### src/rtl/video_stream_source.sv
// Pixel stream producer: scans x/y into the video chain under a credit limit and
// re-times the chain output through a small FIFO to a valid/ready sink.
// Optional build macro: VIDEO_STREAM_SOURCE_TEST_PATTERN_EN (adds tp_en colour bars).
module video_stream_source #(
   parameter int HMAX       = 640,
   parameter int VMAX       = 480,
   parameter int CD         = 12,
   parameter int LAT        = 2,
   parameter int FIFO_DEPTH = 4
) (
   input  logic          clk,
   input  logic          reset_n,
   input  logic          sync_clr,
`ifdef VIDEO_STREAM_SOURCE_TEST_PATTERN_EN
   input  logic          tp_en,
`endif
   output logic          inc,
   output logic [10:0]   x,
   output logic [10:0]   y,
   output logic          frame_start,
   output logic          frame_end,
   input  logic [CD-1:0] pipe_rgb,
   output logic [CD:0]   so_data,
   output logic          so_valid,
   input  logic          so_ready,
   output logic          ovf_err
);
   localparam int PW = $clog2(FIFO_DEPTH);
   localparam int CW = PW + 1;
   localparam int FW = CD / 3;

   logic [10:0]   x_q, x_d, y_q, y_d;
   logic [LAT:1]  vld_pipe_q, vld_pipe_d, sof_pipe_q, sof_pipe_d;
   logic [CW-1:0] infl_cnt_q, infl_cnt_d, fifo_cnt_q, fifo_cnt_d;
   logic [PW-1:0] wr_ptr_q, wr_ptr_d, rd_ptr_q, rd_ptr_d;
   logic          ovf_q, ovf_d;
   logic [CD:0]   mem_q [FIFO_DEPTH];
   logic [CW:0]   credit_used;
   logic          retire, pop, full, push_ok, wr_en;
   logic [CD-1:0] cap_rgb;

`ifdef VIDEO_STREAM_SOURCE_TEST_PATTERN_EN
   logic [LAT:1]  tp_pipe_q, tp_pipe_d;
   logic [CD-1:0] bar_pipe_q [1:LAT];
   logic [CD-1:0] bar_pipe_d [1:LAT];
   logic [CD-1:0] bar_val;

   always_comb begin
      bar_val = {{FW{x_q[8]}}, {FW{x_q[7]}}, {FW{x_q[6]}}};
      tp_pipe_d = tp_pipe_q;
      bar_pipe_d = bar_pipe_q;
      tp_pipe_d[1] = inc && tp_en;
      bar_pipe_d[1] = bar_val;
      for (int k = 2; k <= LAT; k++) begin
         tp_pipe_d[k] = tp_pipe_q[k-1];
         bar_pipe_d[k] = bar_pipe_q[k-1];
      end
      if (sync_clr) tp_pipe_d = '0;
      cap_rgb = tp_pipe_q[LAT] ? bar_pipe_q[LAT] : pipe_rgb;
   end

   always_ff @(posedge clk) begin
      if (!reset_n) tp_pipe_q <= '0;
      else          tp_pipe_q <= tp_pipe_d;
      bar_pipe_q <= bar_pipe_d;
   end
`else
   assign cap_rgb = pipe_rgb;
`endif

   assign x        = x_q;
   assign y        = y_q;
   assign so_valid = (fifo_cnt_q != '0);
   assign so_data  = mem_q[rd_ptr_q];
   assign ovf_err  = ovf_q;

   always_comb begin
      // Credit counts every beat already issued but not yet popped.
      credit_used = {1'b0, fifo_cnt_q} + {1'b0, infl_cnt_q};
      inc         = !sync_clr && (credit_used < (CW+1)'(FIFO_DEPTH));
      frame_start = inc && (x_q == '0) && (y_q == '0);
      frame_end   = inc && (x_q == 11'(HMAX-1)) && (y_q == 11'(VMAX-1));
      retire      = vld_pipe_q[LAT];
      pop         = so_valid && so_ready;
      full        = (fifo_cnt_q == CW'(FIFO_DEPTH));
      push_ok     = retire && (!full || pop);
      wr_en       = push_ok && !sync_clr;

      x_d = x_q;
      y_d = y_q;
      if (inc) begin
         if (x_q == 11'(HMAX-1)) begin
            x_d = '0;
            y_d = (y_q == 11'(VMAX-1)) ? '0 : y_q + 11'd1;
         end else begin
            x_d = x_q + 11'd1;
         end
      end

      vld_pipe_d    = vld_pipe_q;
      sof_pipe_d    = sof_pipe_q;
      vld_pipe_d[1] = inc;
      sof_pipe_d[1] = frame_start;
      for (int k = 2; k <= LAT; k++) begin
         vld_pipe_d[k] = vld_pipe_q[k-1];
         sof_pipe_d[k] = sof_pipe_q[k-1];
      end

      infl_cnt_d = infl_cnt_q;
      if (inc && !retire)      infl_cnt_d = infl_cnt_q + CW'(1);
      else if (!inc && retire) infl_cnt_d = infl_cnt_q - CW'(1);

      fifo_cnt_d = fifo_cnt_q + CW'(push_ok) - CW'(pop);
      wr_ptr_d   = push_ok ? wr_ptr_q + PW'(1) : wr_ptr_q;
      rd_ptr_d   = pop ? rd_ptr_q + PW'(1) : rd_ptr_q;
      ovf_d      = ovf_q | (retire && !push_ok);

      if (sync_clr) begin
         x_d        = '0;
         y_d        = '0;
         vld_pipe_d = '0;
         sof_pipe_d = '0;
         infl_cnt_d = '0;
         fifo_cnt_d = '0;
         wr_ptr_d   = '0;
         rd_ptr_d   = '0;
      end
   end

   always_ff @(posedge clk) begin
      if (!reset_n) begin
         x_q        <= '0;
         y_q        <= '0;
         vld_pipe_q <= '0;
         sof_pipe_q <= '0;
         infl_cnt_q <= '0;
         fifo_cnt_q <= '0;
         wr_ptr_q   <= '0;
         rd_ptr_q   <= '0;
         ovf_q      <= 1'b0;
      end else begin
         x_q        <= x_d;
         y_q        <= y_d;
         vld_pipe_q <= vld_pipe_d;
         sof_pipe_q <= sof_pipe_d;
         infl_cnt_q <= infl_cnt_d;
         fifo_cnt_q <= fifo_cnt_d;
         wr_ptr_q   <= wr_ptr_d;
         rd_ptr_q   <= rd_ptr_d;
         ovf_q      <= ovf_d;
      end
   end

   // Storage needs no reset: so_data is only meaningful while so_valid is high.
   always_ff @(posedge clk) begin
      if (wr_en) mem_q[wr_ptr_q] <= {cap_rgb, sof_pipe_q[LAT]};
   end
endmodule

### config.mk
export PLATFORM = sky130hd
export DESIGN_NAME = video_stream_source
export DESIGN_NICKNAME = d
export VERILOG_FILES = /design/src/rtl/video_stream_source.sv
export SDC_FILE = /design/constraint.sdc
export NUM_CORES = 1
export LEC_CHECK = 0
export BUFFER_PORTS_ARGS = -buffer_cell sky130_fd_sc_hd__buf_2
export CAP_MARGIN = 20
export CORE_AREA = 2 2 99 72
export DETAILED_ROUTE_END_ITERATION = 10
export DIE_AREA = 0 0 101 74
export MAX_ROUTING_LAYER = met4
export PLACE_DENSITY_LB_ADDON = 0.05
export SLEW_MARGIN = 20
export SYNTH_ARGS = -nofsm -noshare
export SYNTH_HDL_FRONTEND = slang
export SYNTH_SLANG_ARGS = --single-unit
### constraint.sdc
create_clock -name clk -period 7.7 [get_ports clk]
set_input_delay 1.54 -clock clk [delete_from_list [all_inputs] [get_ports clk]]
set_output_delay 1.54 -clock clk [all_outputs]
set_load 0.005 [all_outputs]
==> flow_summary.yaml, run 1 <==
clocking:
  tritoncts: "done"
  cts_hold_buf: 0
  cts_buffers: 9
  postCtsSetupRepairBufs: 0
  path_clk_slew_ns: 0.08
  cts_root_buf: "clkbuf_8"
  cts_sinks: 91
  htree_levels: 3
  ctsResizeCount: 0
  clock_path_buffers: 2
  clk_latency_ns: 0.35
sta:
  setup_viol: 0
  grt_setup_unrepaired: "no"
  worst_pin_slew_ns: 0.899
  holdWs_ns: 0.428
  slew_viol_final: 0
  max_freq_mhz: 227
  finalCriticalPeriod_ns: 4.40
  fin_crit_sh: 0.572
  hold_violations: 0
  skew_ns: 0.0121
  fin_tns_setup_ns: 0
  relSlewSlack: 0.400
layout:
  final_layout_size_suffix_gt1_frac: 0.246
  multiInputGateArea_sq_um: 1420
  seq_area_sq_um: 2340
  fin_nets: 382
  area_delta_synth_final_pct: 14.8
  final_cell_mix: "buf_2, edfxtp_1, dfxtp_1"
  final_common_cell: "buf_2"
  fillers: 511
  antennaDiodeCount: 0
power_and_ir_drop:
  p_leak_nw: 1.62
  p_per_area_nw_per_um2: 204
  p_comb_frac: 0.036
  switching_share: 0.209
  ir_drop_v: 0.000101
  finalPower_mw: 0.901
  internal-power_mw: 0.713
  power_frac_seq: 0.575
  switchingPower_mw: 0.188
  p_clk_frac: 0.390
synth:
  ys_top_cells_by_area: "edfxtp_1, dfxtp_1, mux4_2, ha_1, xor2_1"
  yosys.area.top_type_share: 0.406
  netlist_area_sq_um: 3840
  synthArstFlopShare: 0
  ys_seq_elements: 91
  synth_top_area_cell: "edfxtp_1"
  ys_seq_area_frac: 0.610
  synth_fp_nets: 325
  syn_area_per_cell_sq_um: 13.0
  ys_types: 37
  synthCells: 295
  synth_edf_count: 52
  yosysWarnings: 0
  synthFlopType: "edfxtp_1"
global_route:
  grtUsageTotal: 0.215
  grt_pass1_vias: 2237
  grt_use_met3: 0.0508
  grt_max_degree: 21
  met2_usage: 0.298
  grt_first_pass_wirelength_um: 11300
  grt_busiest_layer: "met1"
  globalRouteMet1Util: 0.311
  grt-ovfl-total: 0
  antenna_found_initial: 0
flow_run:
  drv_cap: 0
run_status:
  outcome: "completed"
placement:
  io_buffers: 55
  hpwl_um: 5010
  place_congestion: 0.875
die:
  floorplan.initialDensity: 0.585
  ioPinCount: 56
  dieArea_sq_um: 7470
  coreArea_sq_um: 6570
  placementRows: 25
  die_w_um: 101
  die_h_um: 74
route:
  drt_iter0_drc: 167
  wl_per_cell_um: 16.8
  route.detailed.drc: 0
  vias: 2504
  firstDrtPassIters: 4
  drt-vias-per-instance: 5.72
  ant_nets: 0
  drt-total-wl_um: 7360
min_path:
  hold_class: "reg2reg"
worst_setup_path:
  cp-end-kind: "output pin"
  crit_path_max_fanout: 10
  critPathRequiredTime_ns: 6.16
  cp.arrival_ns: 2.86
  critPathLaunchType: "primary input"
  criticalPathCategory: "in2out"
-- final timing paths --
path | startpoint | endpoint | slack, ns | depth (start not counted)
setup / recovery | sync_clr | frame_start | 3.30 | 5
hold / removal | sof_pipe_q[1]$_SDFF_PP0_ | sof_pipe_q[2]$_SDFF_PP0_ | 0.43 | 1
setup reg to reg | fifo_cnt_q[2]$_SDFF_PP0_ | infl_cnt_q[2]$_SDFFE_PP0P_ | 4.78 | 10
hold reg to reg | sof_pipe_q[1]$_SDFF_PP0_ | sof_pipe_q[2]$_SDFF_PP0_ | 0.43 | 1
-- layer usage --
metal | vias up | routed length (um)
met4 | 0 | 95
met2 | 88 | 3350
met3 | 8 | 463
met5 | - | 0
met1 | 1193 | 3450
li1 | 1215 | -
-- cells by family (layout without fill, tap and decap cells) --
group / after synthesis / after routing / share of synthesized area
AND/OR/NAND/NOR: 107 / 107 / 0.153
flip-flops: 91 / 91 / 0.610
AO/OA/AOI/OAI: 31 / 31 / 0.0488
buffers and inverters: 21 / 83 / 0.0208
multiplexers: 17 / 17 / 0.0866
adder cells (fa/ha/maj): 14 / 14 / 0.0495
XOR/XNOR: 14 / 14 / 0.0319
-- critical path, stage by stage --
cell	delay [ns]
buf_2	0.13
nor4_4	0.39
nand2_1	0.26
nor4_1	0.36
buf_2	0.17
-- synthesized netlist by cell type (3+ instances only) --
library cell / instances
mux4_2: 13
a21oi_1: 10
nand2b_1: 4
o31ai_1: 3
a211oi_1: 5
xnor2_1: 5
ha_1: 12
or3_1: 10
nand3_1: 14
nor2_1: 20
inv_1: 11
and2_1: 10
nand2_1: 17
edfxtp_1: 52
o21ai_0: 6
mux2i_1: 4
o22ai_1: 4
or4_1: 3
nand4_1: 9
dfxtp_1: 39
clkbuf_1: 8
and3_1: 6
nor4_1: 3
xor2_1: 9
-- cell type report --
cell class | count | area share
clock buffer | 9 | 0.0281
timing repair buffer | 56 | 0.0641
tap | 81 | 0.0230
sequential | 91 | 0.531
clock inverter | 7 | 0.0221
multi-input combinational | 183 | 0.322
inverter | 11 | 0.00936
-- metrics by stage --
stage | cells | cell area, sq um | worst slack [ns] | utilization
4_1_cts | 438 | 4410 | 3.30 | 0.671
6_report | 438 | 4410 | 3.30 | 0.671
3_5_place_dp | 422 | 4190 | 3.31 | 0.638
3_3_place_gp | 422 | 4190 | 3.32 | 0.638
5_1_grt | 438 | 4410 | 3.04 | 0.671
2_1_floorplan | 295 | 3840 | 3.66 | -
-- power by group through the flow --
stage / combinational (mW) / sequential, mW / clock [mW]
after CTS: 0.0320 / 0.518 / 0.360
after global placement: 0.0313 / 0.529 / 0
after floorplan: 0.0183 / 0.529 / 0
after detailed placement: 0.0319 / 0.529 / 0
after global routing: 0.0361 / 0.519 / 0.380
final: 0.0321 / 0.518 / 0.351
-- sequential cells by signal (all words and copies together) (netlist names), named ones only --
signal,count
ovf_err,1
vld_pipe_q,2
wr_ptr_q,2
y,11
fifo_cnt_q,3
rd_ptr_q,2
infl_cnt_q,3
mem_q,52
sof_pipe_q,2
x,11
Note: power is estimated with default switching activity, not from simulation.
==> run 2, diff against run 1 <==
--- a/config.mk
+++ b/config.mk
@@ -5,11 +5,12 @@
 export SDC_FILE = /design/constraint.sdc
 export NUM_CORES = 1
 export LEC_CHECK = 0
+export ABC_AREA = 1
 export BUFFER_PORTS_ARGS = -buffer_cell sky130_fd_sc_hd__buf_2
 export CAP_MARGIN = 20
-export CORE_AREA = 2 2 99 72
+export CORE_AREA = 2 2 110 80
 export DETAILED_ROUTE_END_ITERATION = 10
-export DIE_AREA = 0 0 101 74
+export DIE_AREA = 0 0 112 82
 export MAX_ROUTING_LAYER = met4
 export PLACE_DENSITY_LB_ADDON = 0.05
 export SLEW_MARGIN = 20
==> constraint.sdc (replaced) <==
create_clock -name clk -period 3.8 [get_ports clk]
set_input_delay 0.76 -clock clk [delete_from_list [all_inputs] [get_ports clk]]
set_output_delay 0.76 -clock clk [all_outputs]
set_load 0.005 [all_outputs]
==> run 2 against run 1 <==
  * Hold slack worse by 0.026 ns
  * Die area up 23%
  * Design area up 9.9%
  * Combinational power up 130%
  * Critical endpoint is now frame_end
  * Largest cell class unchanged
  * Largest power group unchanged
==> flow_summary.yaml, run 2 <==
run_status:
  outcome: "completed"
route:
  vias: 3215
  route.detailed.drc: 0
  firstDrtPassIters: 7
  drt_iter0_drc: 208
  drt-total-wl_um: 8820
  wl_per_cell_um: 14.3
  ant_nets: 0
  drt-vias-per-instance: 5.20
sta:
  hold_violations: 0
  relSlewSlack: 0.494
  grt_setup_unrepaired: "no"
  fin_crit_sh: 0.719
  worst_pin_slew_ns: 0.758
  max_freq_mhz: 366
  slew_viol_final: 0
  fin_tns_setup_ns: 0
  holdWs_ns: 0.402
  skew_ns: 0.00746
  setup_viol: 0
  finalCriticalPeriod_ns: 2.73
  fin_ws_ns: 1.07
synth:
  synth_fp_nets: 477
  synth_top_family_by_area: "simple AND/OR/NAND/NOR gates"
  synth_xor_xnor_area_share: 0.0148
  ys_seq_elements: 91
  ys_seq_area_frac: 0.567
  netlist_area_sq_um: 4130
  synthAdderAreaFrac: 0.0460
  synthCells: 447
  ys_top_cells_by_area: "edfxtp_1, dfxtp_1, nor2_1, nand2_1, o21ai_0"
  ys_top_cells_by_count: "nor2_1, nand2_1, edfxtp_1"
  synthArstFlopShare: 0
  yosysWarnings: 0
  synth_edf_count: 52
  synth_compound_area_frac: 0.0969
  syn_area_per_cell_sq_um: 9.24
  ys_types: 30
  synth.most_common_cell: "nor2_1"
  synthFlopType: "edfxtp_1"
  yosys.area.top_type_share: 0.378
  synth_top_area_cell: "edfxtp_1"
  synthMuxAreaShare: 0
  synthSimpleGateAreaFrac: 0.221
clocking:
  tritoncts: "done"
  cts_hold_buf: 0
  cts_sinks: 91
  postCtsSetupRepairBufs: 0
  ctsResizeCount: 0
  clk_latency_ns: 0.33
  htree_levels: 3
  path_clk_slew_ns: 0.06
  cts_buffers: 9
  clock_path_buffers: 2
  cts_root_buf: "clkbuf_16"
power_and_ir_drop:
  p_leak_nw: 1.88
  ir_drop_v: 0.000327
  p_per_area_nw_per_um2: 421
die:
  die_w_um: 112
  die_h_um: 82
  floorplan.initialDensity: 0.504
  dieArea_sq_um: 9180
  coreArea_sq_um: 8200
  placementRows: 28
  ioPinCount: 56
min_path:
  hold_class: "reg2reg"
worst_setup_path:
  criticalPathCategory: "reg2out"
  max_stage_delay_ns: 0.39
  endpoint: "frame_end"
  critPathRequiredTime_ns: 3.04
  r2r_end: "infl_cnt_q[2]$_SDFFE_PP0P_"
  cp-end-kind: "output pin"
  r2r_setup_slack_ns: 1.40
  crit_path_max_fanout: 9
  path_cells: "ha_1 > nor2_4 > nand3_2 > nor2_8 > nand3_1 > nor2_1 > buf_2"
  startpoint: "fifo_cnt_q[2]$_SDFF_PP0_"
  rr_startpoint: "fifo_cnt_q[2]$_SDFF_PP0_"
  worst_r2r_path_depth: 11
  critPathLaunchType: "flop"
  cp.arrival_ns: 1.97
  slowest_stage: "dfxtp_1"
flow_run:
  drv_cap: 0
layout:
  area_delta_synth_final_pct: 17.4
  final_cell_mix: "nor2_1, nand2_1, buf_2"
  top_register: "mem_q"
  final_common_cell: "nor2_1"
  largest_reg_flops: 52
  antennaDiodeCount: 0
  post-route-util: 0.591
  fin_nets: 539
  final_layout_size_suffix_gt1_frac: 0.173
  fillers: 749
global_route:
  grt_pass1_vias: 2788
  grt_first_pass_wirelength_um: 14100
  grt-ovfl-total: 0
  grtUsageTotal: 0.205
  antenna_found_initial: 0
  grt_max_degree: 28
placement:
  hpwl_um: 6010
  io_buffers: 55
  dp_slack_ns: 1.19
  place_congestion: 0.946
run 2: changes by cell type in the layout (fill, tap and decap cells not counted), moves of 12 or more:
cell	before	now
nor2_1	20	79
nand2_1	17	69
inv_1	11	47
o21ai_0	6	38
mux4_2	13	0
a21oi_1	10	22
run 2: how the worst min path moves through the flow:
stage / start / endpoint / cells past startpoint
5_1_grt: sof_pipe_q[1]$_SDFF_PP0_ / sof_pipe_q[2]$_SDFF_PP0_ / 2
3_5_place_dp: vld_pipe_q[1]$_SDFF_PP0_ / vld_pipe_q[2]$_SDFF_PP0_ / 2
3_3_place_gp: vld_pipe_q[1]$_SDFF_PP0_ / vld_pipe_q[2]$_SDFF_PP0_ / 2
4_1_cts: vld_pipe_q[1]$_SDFF_PP0_ / vld_pipe_q[2]$_SDFF_PP0_ / 2
2_1_floorplan: sof_pipe_q[1]$_SDFF_PP0_ / sof_pipe_q[2]$_SDFF_PP0_ / 2
6_report: vld_pipe_q[1]$_SDFF_PP0_ / vld_pipe_q[2]$_SDFF_PP0_ / 2
run 2: metal layers:
metal / vias to the layer above / global-route usage / wire [um]
met5: - / - / 0
met3: 8 / 0.0450 / 403
li1: 1626 / - / -
met1: 1491 / 0.293 / 4560
met4: 0 / 0.0707 / 83
met2: 90 / 0.290 / 3770
run 2: cell families (layout without fill, tap and decap cells):
kind of cell / after synthesis / after routing
AOI/OAI and AO/OA: 76 / 76
xor gates and xnor gates: 7 / 7
adders and majority gates: 14 / 14
buffers and inverters: 58 / 124
DFF: 91 / 91
and+or+nand+nor: 201 / 201
run 2: critical path: cells and delay by family, from the launching register on:
kind / cells / cell delay, ns
adders and majority gates: 1 / 0.28
buffers and inverters: 1 / 0.11
DFF: 1 / 0.39
and+or+nand+nor: 5 / 0.86
run 2: cell type report:
class | count | area (sq um) | area share
inverter | 48 | 180 | 0.0372
sequential | 91 | 2340 | 0.483
tap | 105 | 131 | 0.0271
timing repair buffer | 61 | 320 | 0.0661
multi-input combinational | 298 | 1570 | 0.323
clock buffer | 10 | 229 | 0.0472
clock inverter | 5 | 78.8 | 0.0163
run 2: power breakdown:
part           internal [mW]  total [mW]  switching (mW)
Clock                  0.570       0.917           0.347
Combinational         0.0271      0.0742          0.0471
Sequential              1.05        1.05         0.00534
Total                   1.64        2.04           0.400
run 2: metrics by stage:
| step | std cells | power [mW] | area [sq um] |
|---|---|---|---|
| 2_1_floorplan | 447 | 1.12 | 4130 |
| 3_3_place_gp | 603 | 1.15 | 4540 |
| 3_5_place_dp | 603 | 1.15 | 4540 |
| 4_1_cts | 618 | 2.07 | 4850 |
| 5_1_grt | 618 | 2.11 | 4850 |
| 6_report | 618 | 2.04 | 4850 |
==> run 3, diff against run 2 <==
==> constraint.sdc (replaced) <==
create_clock -name clk -period 2.34 [get_ports clk]
set_input_delay 0.468 -clock clk [delete_from_list [all_inputs] [get_ports clk]]
set_output_delay 0.468 -clock clk [all_outputs]
set_load 0.005 [all_outputs]
==> run 3 against run 2 <==
  * Routed wire length is 1.9% higher
  * Core utilization grew 1.7 points
  * Sequential cell count did not move
  * Non-clock buffer count up 14
  * Sequential share of layout area shrank 1.2 points
  * Clock-buffer cell count unchanged
  * Clock skew hardly changed
  * Combinational power up 97%
==> flow_summary.yaml, run 3 (synthesis gave the netlist of run 2 again) <==
run_status:
  outcome: "completed"
clocking:
  clock_path_buffers: 2
  clk_latency_ns: 0.34
  cts_sinks: 91
  path_clk_slew_ns: 0.06
  tritoncts: "done"
  cts_hold_buf: 0
  cts_buffers: 9
  cts_root_buf: "clkbuf_16"
  htree_levels: 3
global_route:
  grt-ovfl-total: 0
  antenna_found_initial: 0
  grtUsageTotal: 0.213
  grt_pass1_vias: 2941
  grt_max_degree: 27
  grt_first_pass_wirelength_um: 14700
die:
  dieArea_sq_um: 9180
  ioPinCount: 56
  coreArea_sq_um: 8200
  die_w_um: 112
  die_h_um: 82
  floorplan.initialDensity: 0.504
  placementRows: 28
layout:
  antennaDiodeCount: 0
  stdcell_count: 633
  final_cell_area_sq_um: 4990
  final_cell_mix: "nor2_1, nand2_1, buf_2"
  fin_nets: 553
  top_register: "mem_q"
  final_layout_size_suffix_gt1_frac: 0.212
  area_delta_synth_final_pct: 20.7
  final_common_cell: "nor2_1"
  largest_reg_flops: 52
power_and_ir_drop:
  p_comb_frac: 0.045
  p_leak_nw: 1.94
  p_per_area_nw_per_um2: 656
  internal-power_mw: 2.59
  p_clk_frac: 0.433
  switching_share: 0.208
  power_frac_seq: 0.523
  switchingPower_mw: 0.681
  ir_drop_v: 0.000424
worst_setup_path:
  rr_startpoint: "infl_cnt_q[1]$_SDFFE_PP0P_"
  cp_num_cells: 8
  path_buf_inv: 3
  crit_path_max_fanout: 3
  startpoint: "infl_cnt_q[1]$_SDFFE_PP0P_"
  max_stage_delay_ns: 0.34
  critPathRequiredTime_ns: 1.87
  r2r_end: "infl_cnt_q[2]$_SDFFE_PP0P_"
  worst_r2r_path_depth: 11
  critPathLaunchType: "flop"
  r2r_setup_slack_ns: 0.23
  cp.arrival_ns: 1.77
  criticalPathCategory: "reg2out"
  slowest_stage: "dfxtp_2"
  cp-end-kind: "output pin"
  path_cells: "ha_1 > nand3_2 > inv_1 > nor2_4 > buf_6 > nand4_1 > nor2_1 > buf_2"
  endpoint: "frame_start"
  crit_family: "simple AND/OR/NAND/NOR gates"
placement:
  place_congestion: 0.876
  place_area_sq_um: 4580
  io_buffers: 55
  place_inst: 609
  hpwl_um: 6230
route:
  route.detailed.drc: 0
  top_layer: "met4"
  drt-vias-per-instance: 5.21
  firstDrtPassIters: 4
  drt_iter0_drc: 167
  wl_met1_um: 4500
  drt-total-wl_um: 8990
  wl_met2_um: 3880
  wl_per_cell_um: 14.2
  vias: 3297
  dr_wl_met3_um: 520
  ant_nets: 0
min_path:
  hold_class: "in2reg"
sta:
  setup_viol: 0
  worst_pin_slew_ns: 0.537
  fin_crit_sh: 0.958
  finalCriticalPeriod_ns: 2.24
  skew_ns: 0.00779
  hold_violations: 0
  slew_viol_final: 0
  relSlewSlack: 0.638
  max_freq_mhz: 446
flow_run:
  drv_cap: 0
[run 3: cell count changes in the layout (fill, tap and decap cells not counted), sizes merged]
cell | before | now
buf | 61 | 75
clkinv | 1 | 3
bufinv | 2 | 1
clkinvlp | 2 | 1
inv | 48 | 49
[run 3: layout make-up]
type | instances | area [sq um]
flip-flops and latches | 91 | 2350
fillers | 736 | 3210
well taps | 105 | 131
inverters | 48 | 180
clock buffers | 10 | 229
multi-input cells | 298 | 1600
clock inverters | 6 | 65.1
repair buffers | 75 | 429
[run 3: power groups by stage]
| stage | combinational [mW] | clock, mW | sequential, mW |
|---|---|---|---|
| after global routing | 0.163 | 1.50 | 1.71 |
| after CTS | 0.136 | 1.45 | 1.71 |
| after detailed placement | 0.127 | 0 | 1.74 |
| after global placement | 0.124 | 0 | 1.74 |
| after floorplan | 0.0706 | 0 | 1.74 |
| final | 0.146 | 1.41 | 1.71 |
[run 3: what timing repair did]
item                                    in CTS  in global routing
pin swaps                                    0                  6
endpoints found under the setup margin       2                  3
setup buffers                                2                  6
resized for setup                            2                  9
[run 3: worst min path at each step]
stage	end	startpoint	cells past startpoint	slack, ns
floorplan	sof_pipe_q[2]$_SDFF_PP0_	sof_pipe_q[1]$_SDFF_PP0_	2	0.39
CTS	mem_q[3][2]$_DFFE_PP_	pipe_rgb[1]	1	0.33
detailed placement	sof_pipe_q[2]$_SDFF_PP0_	sof_pipe_q[1]$_SDFF_PP0_	2	0.40
global placement	sof_pipe_q[2]$_SDFF_PP0_	sof_pipe_q[1]$_SDFF_PP0_	2	0.40
finish	mem_q[2][10]$_DFFE_PP_	pipe_rgb[9]	1	0.34
global route	mem_q[0][11]$_DFFE_PP_	pipe_rgb[10]	1	0.34
[run 3: per-stage QoR]
| step | setup slack (ns) | TNS (ns) | power, mW | hold slack (ns) | utilization |
|---|---|---|---|---|---|
| 3_3_place_gp | 0.221 | 0 | 1.87 | 0.399 | 0.559 |
| 4_1_cts | 0.00316 | 0 | 3.29 | 0.334 | 0.598 |
| 2_1_floorplan | 0.166 | 0 | 1.81 | 0.394 | - |
| 5_1_grt | -0.0109 | -0.0109 | 3.37 | 0.336 | 0.608 |
| 6_report | 0.0984 | 0 | 3.27 | 0.340 | 0.608 |
| 3_5_place_dp | 0.155 | 0 | 1.87 | 0.401 | 0.559 |
[run 3: per-layer routing]
metal | global-route usage | up-vias
met4 | 0.0537 | 0
met5 | - | -
met2 | 0.312 | 81
met3 | 0.0561 | 9
met1 | 0.299 | 1550
li1 | - | 1657
